[src/rtl/ref_clk_divider.sv]
// Reference clock divider with a one-hot select (/32../512) and glitch-free ratio switching.
// A new select is only applied on a period boundary, so div_clk_out never produces a runt phase.
`timescale 1ns/1ps
module ref_clk_divider (
   input  logic       clk,
   input  logic       rstn,
   input  logic [4:0] tgate_control,
   output logic       div_clk_out,
   output logic       div_tick,
   output logic [4:0] div_sel_active,
   output logic       sel_pending,
   output logic       sel_err
);

   localparam logic [4:0] SEL_RST = 5'b00010;

   logic [8:0] cnt;
   logic [4:0] act;
   logic [4:0] pend;

   logic       wrap;
   logic       sel_legal;
   logic [8:0] cnt_nxt;
   logic [4:0] act_nxt;

   function automatic logic [8:0] last_cnt(input logic [4:0] sel);
      case (sel)
         5'b00001: last_cnt = 9'd511;
         5'b00010: last_cnt = 9'd255;
         5'b00100: last_cnt = 9'd127;
         5'b01000: last_cnt = 9'd63;
         5'b10000: last_cnt = 9'd31;
         default:  last_cnt = 9'd255;
      endcase
   endfunction

   function automatic logic [8:0] half_cnt(input logic [4:0] sel);
      case (sel)
         5'b00001: half_cnt = 9'd256;
         5'b00010: half_cnt = 9'd128;
         5'b00100: half_cnt = 9'd64;
         5'b01000: half_cnt = 9'd32;
         5'b10000: half_cnt = 9'd16;
         default:  half_cnt = 9'd128;
      endcase
   endfunction

   always_comb begin
      sel_legal = (tgate_control != 5'd0) &&
                  ((tgate_control & (tgate_control - 5'd1)) == 5'd0);
      wrap      = (cnt == last_cnt(act));
      cnt_nxt   = wrap ? 9'd0 : cnt + 9'd1;
      // the ratio only changes on a wrap, so the old period always completes
      act_nxt   = wrap ? pend : act;
   end

   always_ff @(posedge clk or negedge rstn) begin
      if (!rstn) begin
         cnt         <= 9'd0;
         act         <= SEL_RST;
         pend        <= SEL_RST;
         div_clk_out <= 1'b0;
         div_tick    <= 1'b0;
         sel_err     <= 1'b0;
      end else begin
         cnt         <= cnt_nxt;
         act         <= act_nxt;
         if (sel_legal)
            pend <= tgate_control;
         sel_err     <= ~sel_legal;
         div_tick    <= wrap;
         // compare against the post-edge count and ratio so the output tracks the new period
         div_clk_out <= (cnt_nxt >= half_cnt(act_nxt));
      end
   end

   assign div_sel_active = act;
   assign sel_pending    = (pend != act);

endmodule
[config.mk]
export PLATFORM = sky130hd
export DESIGN_NAME = ref_clk_divider
export DESIGN_NICKNAME = d
export VERILOG_FILES = /design/src/rtl/ref_clk_divider.sv
export SDC_FILE = /design/constraint.sdc
export NUM_CORES = 1
export LEC_CHECK = 0
export BUFFER_PORTS_ARGS = -buffer_cell sky130_fd_sc_hd__buf_2
export CAP_MARGIN = 20
export CORE_MARGIN = 2
export CORE_UTILIZATION = 35
export DETAILED_ROUTE_END_ITERATION = 10
export PLACE_DENSITY = 0.63
export SYNTH_ARGS = -nofsm -noshare
export SYNTH_HDL_FRONTEND = slang
export SYNTH_SLANG_ARGS = --single-unit
[constraint.sdc]
create_clock -name clk -period 2.7 [get_ports clk]
set_input_delay 0 -clock clk [delete_from_list [all_inputs] [get_ports clk]]
set_output_delay 0 -clock clk [all_outputs]
set_load 0.02 [all_outputs]
Word level (Yosys, flattened, before mapping)
Cells that the tools add are included.

Word-level logic and storage cells: 28. Output and inout port bits: 9. Bits of input ports: 7. Register bits: 22.

Equal/unequal tests: 10. $lt $le $gt $ge: 1. Reduce and logical (&&, ||, !) cells: 3. Mux-type cells: 4. Bitwise operators: 2. Add/subtract/negate cells: 2.

Operators by type and width (count): 9-bit case mux with 4 select lines (2); 5-bit by 1-bit == test with 1-bit output, second input constant (2); 5-bit by 3-bit == test with 1-bit output, second input constant (2); 5-bit by 4-bit == test with 1-bit output, second input constant (2); 5-bit == test, second input constant (2); 9-bit by 1-bit adder with 9-bit output, second input constant (1); 9-bit == test (1); 9-bit greater-or-equal comparator (1); 9-bit 2-to-1 mux (1); 5-bit AND (1); 5-bit logical NOT (1); 5-bit 2-to-1 mux (1); 5-bit != test (1); 5-bit nonzero test (1); 5-bit by 1-bit subtractor with 5-bit output, second input constant (1); 1-bit logical AND (1); 1-bit inverter (1).

Depth between registers and ports, before layout
Gate-level depths: netlist of run 1.

Word-level depth: 7. Gate-level depth with buffers: 13. Depth with buffers taken out: 11.

Worst setup path after synthesis of run 1
Ideal clock, no wire load.

Kind: reg2reg. From: register act[1] (netlist: div_sel_active[1]). To: register div_clk_out. Path buffers: 3. Setup time: 126 ps. Data arrival time: 2772 ps. Required time: 2574 ps. Slack: -198 ps. Stages on the path, launching flop included: 14. Path through: dfstp_2 > buf_6 > or3_4 > or4_1 > nand3_1 > o211a_1 > buf_6 > buf_12 > mux2i_1 > ha_1 > a21oi_1 > o21ai_0 > a221oi_1 > nand2_1.

Word-level cells in the longest chain between the ends: 7. Elaborated cells on any way between the ends: 14. Those cells by class: 1 x order compare; 9 x eq/ne; 4 x mux.

Ends and longest elaborated chain: start: declaration (RTL line 18) `logic [4:0] act;`; start signal: assignment (RTL line 67) `act <= act_nxt;`; 5-bit == test (tied with other cells) (RTL line 27) `case (sel)`; 9-bit case mux with 4 select lines (RTL line 27); 9-bit == test (RTL line 51) `wrap = (cnt == last_cnt(act));`; 5-bit 2-to-1 mux (RTL line 54) `act_nxt = wrap ? pend : act;`; 5-bit == test (tied with other cells) (RTL line 38) `case (sel)`; 9-bit case mux with 4 select lines (RTL line 38); 9-bit greater-or-equal comparator * (RTL line 73) `div_clk_out <= (cnt_nxt >= half_cnt(act_nxt));`; end signal: assignment (RTL line 73); end: declaration (RTL line 8) `output logic div_clk_out,`.

Every way passes the cells marked *; elsewhere a longest branch is shown, timed or not. A chain may end at the register's enable or synchronous reset.

Worst setup path in the final report of run 1
From: register act[3] (netlist: div_sel_active[3]). To: register div_clk_out.

Same word-level chain as after synthesis.

==> results of run 1 <==
-- path summary, 6_finish.rpt --
| path | from | endpoint | slack, ns |
|---|---|---|---|
| max | div_sel_active[3]$_DFF_PN0_ | div_clk_out$_DFF_PN0_ | -0.04 |
| min | tgate_control[3] | pend[3]$_DFFE_PN0P_ | 0.01 |
| max reg2reg | div_sel_active[3]$_DFF_PN0_ | div_clk_out$_DFF_PN0_ | -0.04 |
| min reg2reg | cnt[0]$_DFF_PN0_ | cnt[0]$_DFF_PN0_ | 0.50 |
| max in group asynchronous | rstn | div_sel_active[3]$_DFF_PN0_ | 2.09 |
| min in group asynchronous | rstn | div_sel_active[2]$_DFF_PN0_ | 0.23 |
-- critical path, delay by kind of cell (launching register included) --
family,cells,cell delay (ns)
simple gates,4,0.99
compound gates,4,0.65
flops,1,0.40
fa+ha+maj,1,0.27
mux,1,0.18
buf+inv,1,0.13
-- metal layers --
| metal | part of all wire (%) | GRT usage [%] | vias up |
|---|---|---|---|
| met5 | 0 | 0 | - |
| met4 | 0.22 | 3.14 | 0 |
| met3 | 3.0 | 3.09 | 2 |
| met2 | 49 | 25.2 | 23 |
| met1 | 48 | 20.1 | 668 |
| li1 | - | - | 670 |
-- layout make-up --
type	count	area, um^2	share of cell area, %
multi-input combinational	131	978	49.7
sequential	22	554	28.2
timing repair buffer	37	293	14.9
tap	52	65.1	3.31
clock buffer	4	55.1	2.80
inverter	6	22.5	1.14
-- report_power, final --
part,switching (mW),internal [mW]
clock network,0.111,0.130
registers,0.0377,0.350
logic,0.0393,0.0462
total,0.188,0.526
-- cell usage in the layout, fill, tap and decap left out, types with 3 or more instances in the layout --
master,instances
mux2i_1,5
nand3_1,9
xor2_1,11
o211ai_1,3
ha_1,6
mux2_2,8
nor3_1,5
and3_1,4
dlygate4sd3_1,3
buf_4,16
nor2_1,14
dfrtp_1,19
inv_1,6
a21oi_1,3
buf_2,15
nand2_1,9
o21ai_0,8
xnor2_1,8
clkbuf_8,4
-- logic make-up after synthesis --
| group | Yosys count |
|---|---|
| buffers and inverters | 20 |
| AO/OA/AOI/OAI | 27 |
| adder cells (fa/ha/maj) | 7 |
| AND/OR/NAND/NOR | 64 |
| multiplexers | 14 |
| XOR/XNOR | 19 |
| flip-flops | 22 |
-- registers in the layout, indices dropped and copies added, names as in the netlist --
register	cells
cnt	9
div_sel_active	5
pend	5
div_clk_out	1
div_tick	1
sel_err	1
-- per-stage QoR --
stage,util [%],instance area (um^2)
after global placement,40.8,1780
after detailed placement,40.8,1780
after global routing,45.2,1970
after floorplan,-,1590
final,45.2,1970
after CTS,44.3,1930
-- what timing repair did --
item,CTS,global route
endpoints found under the hold margin,22,0
buffers inserted,2,0
cloned,1,0
setup endpoints to repair,1,1
pin swaps,6,4
resized for setup,3,10
hold buffers,3,0
==> impl_metrics.toml, run 1 <==
[run_status]
status = "finished, violations left"
violations = "setup timing"

[die]
die_h_um = 71.4
dieArea_um2 = 5090
die_x_um = 71.4
initial_core_util_pct = 36.5
ios = 16
core-area_um2 = 4350
placementRows = 24

[layout]
fin_nets = 214
post_layout_nonfiller_instances = 252
antenna_cells = 0
nFillCells = 410
drive_gt1_share_pct = 30.0
area_growth_pct = 24.0

[critical_path]
arrival_ns = 2.89
crit_required_ns = 2.85
end_kind = "register"
cp_slowest_cell = "or4_4"
critical-path-max-stage-delay_ns = 0.43
critPathKind = "register to register"
r2r_cells = 11
start_kind = "register"
crit_chain = "or3_4 > or4_4 > nand3_2 > o211a_4 > buf_12 > mux2i_1 > ha_1 > a21oi_2 > o21ai_1 > a221oi_1 > nand2_1"
crit_fanout = 7

[clocking]
cts.sinks = 22
cts_tree = "yes"
ctsHtreeMaxLevel = 1
cts_buffers = 3
clk_pin_slew_worst_paths_ns = 0.08
cts_buffer_depth = 2
clk_latency_ns = 0.27
cts_root_buf = "clkbuf_8"

[route]
route.detailed.drc = 0
drt_iter0_drc = 91
routed_wl_um = 3610
vias = 1363
first_pass_iters = 4
vias_per_cell = 5.41
antenna_left = 0
post_drt_wl_per_cell_um = 14.3

[placement]
dp.cells = 242
port_buffers = 15
dp_slack_ns = -0.0245
hpwl_um = 2540
gp_congestion = 0.851

[synth]
yosysWarnings = 0
yosys.area.top_type = "dfrtp_1"
synth_compound_area_share_pct = 10.6
synthTopCellsByArea = "dfrtp_1, xor2_1, mux2_2"
syn-instance-count = 173
synth_area_per_cell_um2 = 9.18
netlist-cell-type-count = 42
synth-adder-area-share_pct = 5.36
synth_top_family_by_area = "simple AND/OR/NAND/NOR gates"
synthXorXnorAreaFrac_pct = 10.5
yosys-mux-area-fraction_pct = 9.46
synth-edff-count = 0
synth.most_common_cell = "dfrtp_1"
syn_area_um2 = 1590
ys_seq_area_share_pct = 34.8
yosysTopAreaCellShare_pct = 31.5
synth-simple-area-share_pct = 22.6
ys_ff_latch = 22
synth-main-ff-cell = "dfrtp_1"
async_flop_share_pct = 100
syn-num-nets = 186
yosys-top-cells-count = "dfrtp_1, nor2_1, xor2_1"

[grt]
grt_first_pass_wirelength_um = 6140
grt_max_degree = 23
grt_antenna_before_repair = 0
grt_overflow = 0
grt_pass1_vias = 1335
grt_usage_pct = 15.0

[timing]
rsz0062_at_grt = "yes"
min_period_over_period_pct = 101
maxSlewViolCount = 0
tightest_slew_ns = 0.506
fmax_mhz = 365
timing.hold.ws_ns = 0.0103
skew_ns = 0.00370
setup_ws_ns = -0.0405
fin_setup_tns_ns = -0.0405
finalHoldViolations = 0
finalSetupViolations = 1
fin_crit_ns = 2.74
slew_headroom_pct = 65.3

[worst_hold_path]
hold_depth = 2
hp-class = "input pin to register"

[pwr]
p_leak_nw = 0.840
peakVddDrop_mv = 0.361
power_density_nw_per_um2 = 363
power.total_mw = 0.714

[flow_run]
maxCapViolations = 0
Power figures use the tool's default switching activity.
==> run 2: changes to the inputs <==
==> constraint.sdc (replaced) <==
create_clock -name clk -period 2.7 [get_ports clk]
set_input_delay 0.405 -clock clk [delete_from_list [all_inputs] [get_ports clk]]
set_output_delay 0.405 -clock clk [all_outputs]
set_load 0.02 [all_outputs]
==> impl_metrics.toml, run 2 (synthesis results as in run 1) <==
[run_status]
status = "finished, violations left"
violations = "setup timing"

[die]
placementRows = 24
die_h_um = 71.4
initial_core_util_pct = 36.5
die_x_um = 71.4
core-area_um2 = 4350
ios = 16
dieArea_um2 = 5090

[worst_hold_path]
hp-class = "input pin to asynchronous set/reset pin"

[clocking]
cts_buffers = 3
clk_latency_ns = 0.26
cts_root_buf = "clkbuf_8"
ctsHtreeMaxLevel = 1
cts_hold_repair.buffers = 0
cts.sinks = 22
clk_pin_slew_worst_paths_ns = 0.08
cts_buffer_depth = 2
cts_tree = "yes"

[pwr]
peakVddDrop_mv = 0.360
power_density_nw_per_um2 = 366
internal_power_mw = 0.523
combPwrFrac_pct = 11.6
power_frac_clock_pct = 33.9
p_leak_nw = 0.827
power.total_mw = 0.710
switching_share_pct = 26.3
power_switching_mw = 0.187
seq_power_share_pct = 54.5

[grt]
grt_antenna_before_repair = 0
grt_max_degree = 23
grt_usage_pct = 15.0
grt_pass1_vias = 1328
grt_overflow = 0
grt_first_pass_wirelength_um = 6130

[layout]
antenna_cells = 0
layout_commonest_cell = "dfrtp_1"
area_growth_pct = 22.1
drive_gt1_share_pct = 30.5
regMostFlops = "cnt"
mostFrequentLayoutCells = "dfrtp_1, buf_4, buf_2"
nFillCells = 411
fin_nets = 211
largest_reg_flops = 9

[critical_path]
startpoint = "div_sel_active[3]$_DFF_PN0_"
crit_fanout = 7
critPathKind = "register to register"
critical-path-max-stage-delay_ns = 0.43
start_kind = "register"
path_buf_inv = 1
crit_required_ns = 2.85
end_kind = "register"
crit_cells = 11
r2r_cells = 11
critPathCapture = "div_clk_out$_DFF_PN0_"
r2r_slack_ns = -0.04
rr_startpoint = "div_sel_active[3]$_DFF_PN0_"
arrival_ns = 2.89
r2r-end = "div_clk_out$_DFF_PN0_"
crit_family = "simple AND/OR/NAND/NOR gates"
cp_slowest_cell = "or4_4"
crit_chain = "or3_4 > or4_4 > nand3_2 > o211a_4 > buf_12 > mux2i_1 > ha_1 > a21oi_2 > o21ai_1 > a221oi_1 > nand2_1"

[route]
routed_wl_um = 3600
first_pass_iters = 4
drt_iter0_drc = 81
vias_per_cell = 5.43
post_drt_wl_per_cell_um = 14.4
antenna_left = 0
vias = 1351
route.detailed.drc = 0

[timing]
tightest_slew_ns = 0.503
finalSetupViolations = 1
slew_headroom_pct = 65.5
fin_crit_ns = 2.74
min_period_over_period_pct = 101
timing.hold.ws_ns = 0.100
rsz0062_at_grt = "yes"
setup_ws_ns = -0.0404
fmax_mhz = 365
finalHoldViolations = 0
skew_ns = 0.00344
maxSlewViolCount = 0

[flow_run]
maxCapViolations = 0

[placement]
gp_congestion = 0.851
port_buffers = 15
hpwl_um = 2540
## run 2: power by group through the flow
stage | registers [mW] | logic [mW] | clock network (mW)
after floorplan | 0.367 | 0.0797 | 0
after global placement | 0.392 | 0.0799 | 0
after detailed placement | 0.394 | 0.0827 | 0
after CTS | 0.387 | 0.0830 | 0.252
after global routing | 0.392 | 0.0921 | 0.264
final | 0.387 | 0.0822 | 0.241
## run 2: worst min-delay path by stage
stage / endpoint / slack [ns] / cells after the start
floorplan: cnt[0]$_DFF_PN0_ / 0.11 / 0
global placement: div_sel_active[2]$_DFF_PN0_ / 0.41 / 1
detailed placement: div_sel_active[2]$_DFF_PN0_ / 0.41 / 1
CTS: div_sel_active[2]$_DFF_PN0_ / 0.11 / 1
global route: div_sel_active[4]$_DFF_PN0_ / 0.14 / 1
finish: div_sel_active[2]$_DFF_PN0_ / 0.10 / 1
## run 2: metal layers
metal / wire, um / global-route usage, % / share of wire [%]
met4: 18 / 3.14 / 0.50
met5: 0 / 0 / 0
met3: 113 / 3.09 / 3.1
met1: 1730 / 20.2 / 48
met2: 1730 / 25.0 / 48
## run 2: cell type report
| cell class | count | area (um^2) | share of cell area [%] |
|---|---|---|---|
| clock buffers | 4 | 55.1 | 2.84 |
| repair buffers | 34 | 263 | 13.6 |
| well taps | 52 | 65.1 | 3.36 |
| flip-flops and latches | 22 | 554 | 28.6 |
| inverters | 6 | 22.5 | 1.16 |
| multi-input cells | 131 | 978 | 50.5 |
## run 2: timing repair
item / CTS / global route
setup endpoints to repair: 1 / 1
cloned: 1 / 0
pin swaps: 6 / 4
buffers inserted: 2 / 0
gates resized for setup: 3 / 10
## run 2: metrics by stage
| step | util, % | area, um^2 | worst slack (ns) | std cells | TNS [ns] |
|---|---|---|---|---|---|
| final | 44.5 | 1940 | -0.0404 | 249 | -0.0404 |
| after global routing | 44.5 | 1940 | -0.108 | 249 | -0.108 |
| after CTS | 43.6 | 1900 | -0.0175 | 249 | -0.0175 |
| after detailed placement | 40.8 | 1780 | -0.0245 | 242 | -0.0245 |
| after global placement | 40.8 | 1780 | 0.0370 | 242 | 0 |
| after floorplan | - | 1590 | -0.103 | 173 | -0.103 |
## run 2: worst reg2reg max path, delay by kind of cell, from the launching register on
family | cells | cell delay (ns)
compound gates | 4 | 0.65
buf+inv | 1 | 0.13
mux | 1 | 0.18
flops | 1 | 0.40
fa+ha+maj | 1 | 0.27
simple gates | 4 | 1.00
==> run 3: changes to the inputs <==
--- a/config.mk
+++ b/config.mk
@@ -8,9 +8,9 @@
 export BUFFER_PORTS_ARGS = -buffer_cell sky130_fd_sc_hd__buf_2
 export CAP_MARGIN = 20
 export CORE_MARGIN = 2
-export CORE_UTILIZATION = 35
+export CORE_UTILIZATION = 30
 export DETAILED_ROUTE_END_ITERATION = 10
-export PLACE_DENSITY = 0.63
+export PLACE_DENSITY = 0.57
 export SYNTH_ARGS = -nofsm -noshare
 export SYNTH_HDL_FRONTEND = slang
 export SYNTH_SLANG_ARGS = --single-unit
==> impl_metrics.toml, run 3 (synthesis results as in run 1) <==
[run_status]
status = "finished, violations left"
violations = "setup timing"

[clocking]
cts_tree = "yes"
cts_buffers = 3
cts_hold_repair.buffers = 0
clk_latency_ns = 0.26
cts.sinks = 22
cts_root_buf = "clkbuf_8"
ctsHtreeMaxLevel = 1
cts_buffer_depth = 2
clk_pin_slew_worst_paths_ns = 0.08

[grt]
grt_max_degree = 23
grt_overflow = 0
grt_pass1_vias = 1387
grt_usage_pct = 13.8
grt_first_pass_wirelength_um = 6620
grt_antenna_before_repair = 0

[route]
vias = 1323
first_pass_iters = 4
route.detailed.drc = 0
routed_wl_um = 3710
vias_per_cell = 4.92
drt_iter0_drc = 51
post_drt_wl_per_cell_um = 13.8
antenna_left = 0

[die]
core-area_um2 = 5110
die_x_um = 76.8
die_h_um = 76.8
ios = 16
initial_core_util_pct = 31.1
placementRows = 26
dieArea_um2 = 5890

[timing]
fin_crit_ns = 2.80
tightest_slew_ns = 0.502
setup_ws_ns = -0.0993
maxSlewViolCount = 0
slew_headroom_pct = 65.6
skew_ns = 0.00550
fmax_mhz = 357
finalHoldViolations = 0
rsz0062_at_grt = "yes"
min_period_over_period_pct = 104
finalSetupViolations = 1
fin_setup_tns_ns = -0.0993
timing.hold.ws_ns = 0.105

[critical_path]
crit_fanout = 6
crit_chain = "or3_4 > or4_4 > nand3_2 > o211a_4 > buf_12 > mux2i_2 > ha_1 > nand2_1 > nor3_2 > a221oi_2 > nand2_1"
r2r_cells = 11
arrival_ns = 2.94
critPathKind = "register to register"
critical-path-max-stage-delay_ns = 0.43
cp_common_cell = "nand2_1"
crit_required_ns = 2.84
start_kind = "register"
cp_slowest_cell = "or4_4"
end_kind = "register"

[layout]
mostFrequentLayoutCells = "buf_4, dfrtp_1, nor2_1"
nFillCells = 509
area_growth_pct = 23.2
fin_nets = 213
regMostFlops = "cnt"
largest_reg_flops = 9
drive_gt1_share_pct = 31.2
layout_commonest_cell = "buf_4"
antenna_cells = 0

[pwr]
power_switching_mw = 0.188
internal_power_mw = 0.498
power_density_nw_per_um2 = 351
seq_power_share_pct = 56.3
power_frac_clock_pct = 31.6
switching_share_pct = 27.3
peakVddDrop_mv = 0.263
p_leak_nw = 0.834
combPwrFrac_pct = 12.1

[placement]
hpwl_um = 2620
gp_congestion = 0.868
port_buffers = 15

[flow_run]
maxCapViolations = 0

[worst_hold_path]
hp-class = "input pin to asynchronous set/reset pin"
run 3: area by class of cell:
type	count	area [um^2]	share of cell area [%]
clock buffers	4	45.0	2.30
well taps	70	87.6	4.48
flip-flops and latches	22	556	28.4
inverters	6	22.5	1.15
multi-input cells	131	980	50.1
repair buffers	36	265	13.6
run 3: final timing paths:
check,startpoint,end,slack [ns]
worst max-delay path,div_sel_active[3]$_DFF_PN0_,div_clk_out$_DFF_PN0_,-0.1
worst min-delay path,rstn,div_sel_active[2]$_DFF_PN0_,0.11
worst max register to register,div_sel_active[3]$_DFF_PN0_,div_clk_out$_DFF_PN0_,-0.1
worst min register to register,cnt[0]$_DFF_PN0_,cnt[0]$_DFF_PN0_,0.50
max in group asynchronous,rstn,div_sel_active[3]$_DFF_PN0_,2.22
min in group clk,tgate_control[1],pend[1]$_DFFE_PN1P_,0.39
run 3: metal layers:
metal | GRT usage (%) | part of all wire (%) | routed length, um | vias up
li1 | - | - | - | 668
met5 | 0 | 0 | 0 | -
met3 | 1.41 | 3.5 | 128 | 7
met4 | 4.91 | 1.5 | 56 | 0
met1 | 17.6 | 46 | 1700 | 619
met2 | 24.0 | 49 | 1830 | 29
run 3: worst max-delay path: cells and delay by family (launching register included):
family                     cells  cell delay, ns
DFF                            1            0.40
and+or+nand+nor                6            1.20
AOI/OAI and AO/OA              2            0.47
muxes                          1            0.20
adders and majority gates      1            0.28
buffers and inverters          1            0.13
run 3: timing repair:
item	CTS	global route
setup endpoints to repair	1	1
gates cloned	1	0
setup buffers	3	0
pin swaps	5	3
resized for setup	6	7
run 3: power groups by stage:
stage / registers [mW] / logic [mW] / clock network [mW]
2_1_floorplan: 0.367 / 0.0797 / 0
3_3_place_gp: 0.393 / 0.0808 / 0
3_5_place_dp: 0.392 / 0.0822 / 0
4_1_cts: 0.386 / 0.0834 / 0.220
5_1_grt: 0.394 / 0.0961 / 0.232
6_report: 0.386 / 0.0828 / 0.217
run 3: through the flow:
| step | worst slack (ns) | instance area, um^2 | util (%) | cells | total power [mW] |
|---|---|---|---|---|---|
| 6_report | -0.0993 | 1960 | 38.3 | 269 | 0.686 |
| 5_1_grt | -0.186 | 1960 | 38.3 | 269 | 0.722 |
| 4_1_cts | -0.0928 | 1930 | 37.8 | 269 | 0.690 |
| 3_5_place_dp | -0.113 | 1810 | 35.4 | 261 | 0.475 |
| 3_3_place_gp | 0.0240 | 1810 | 35.4 | 261 | 0.474 |
| 2_1_floorplan | -0.103 | 1590 | - | 173 | 0.447 |
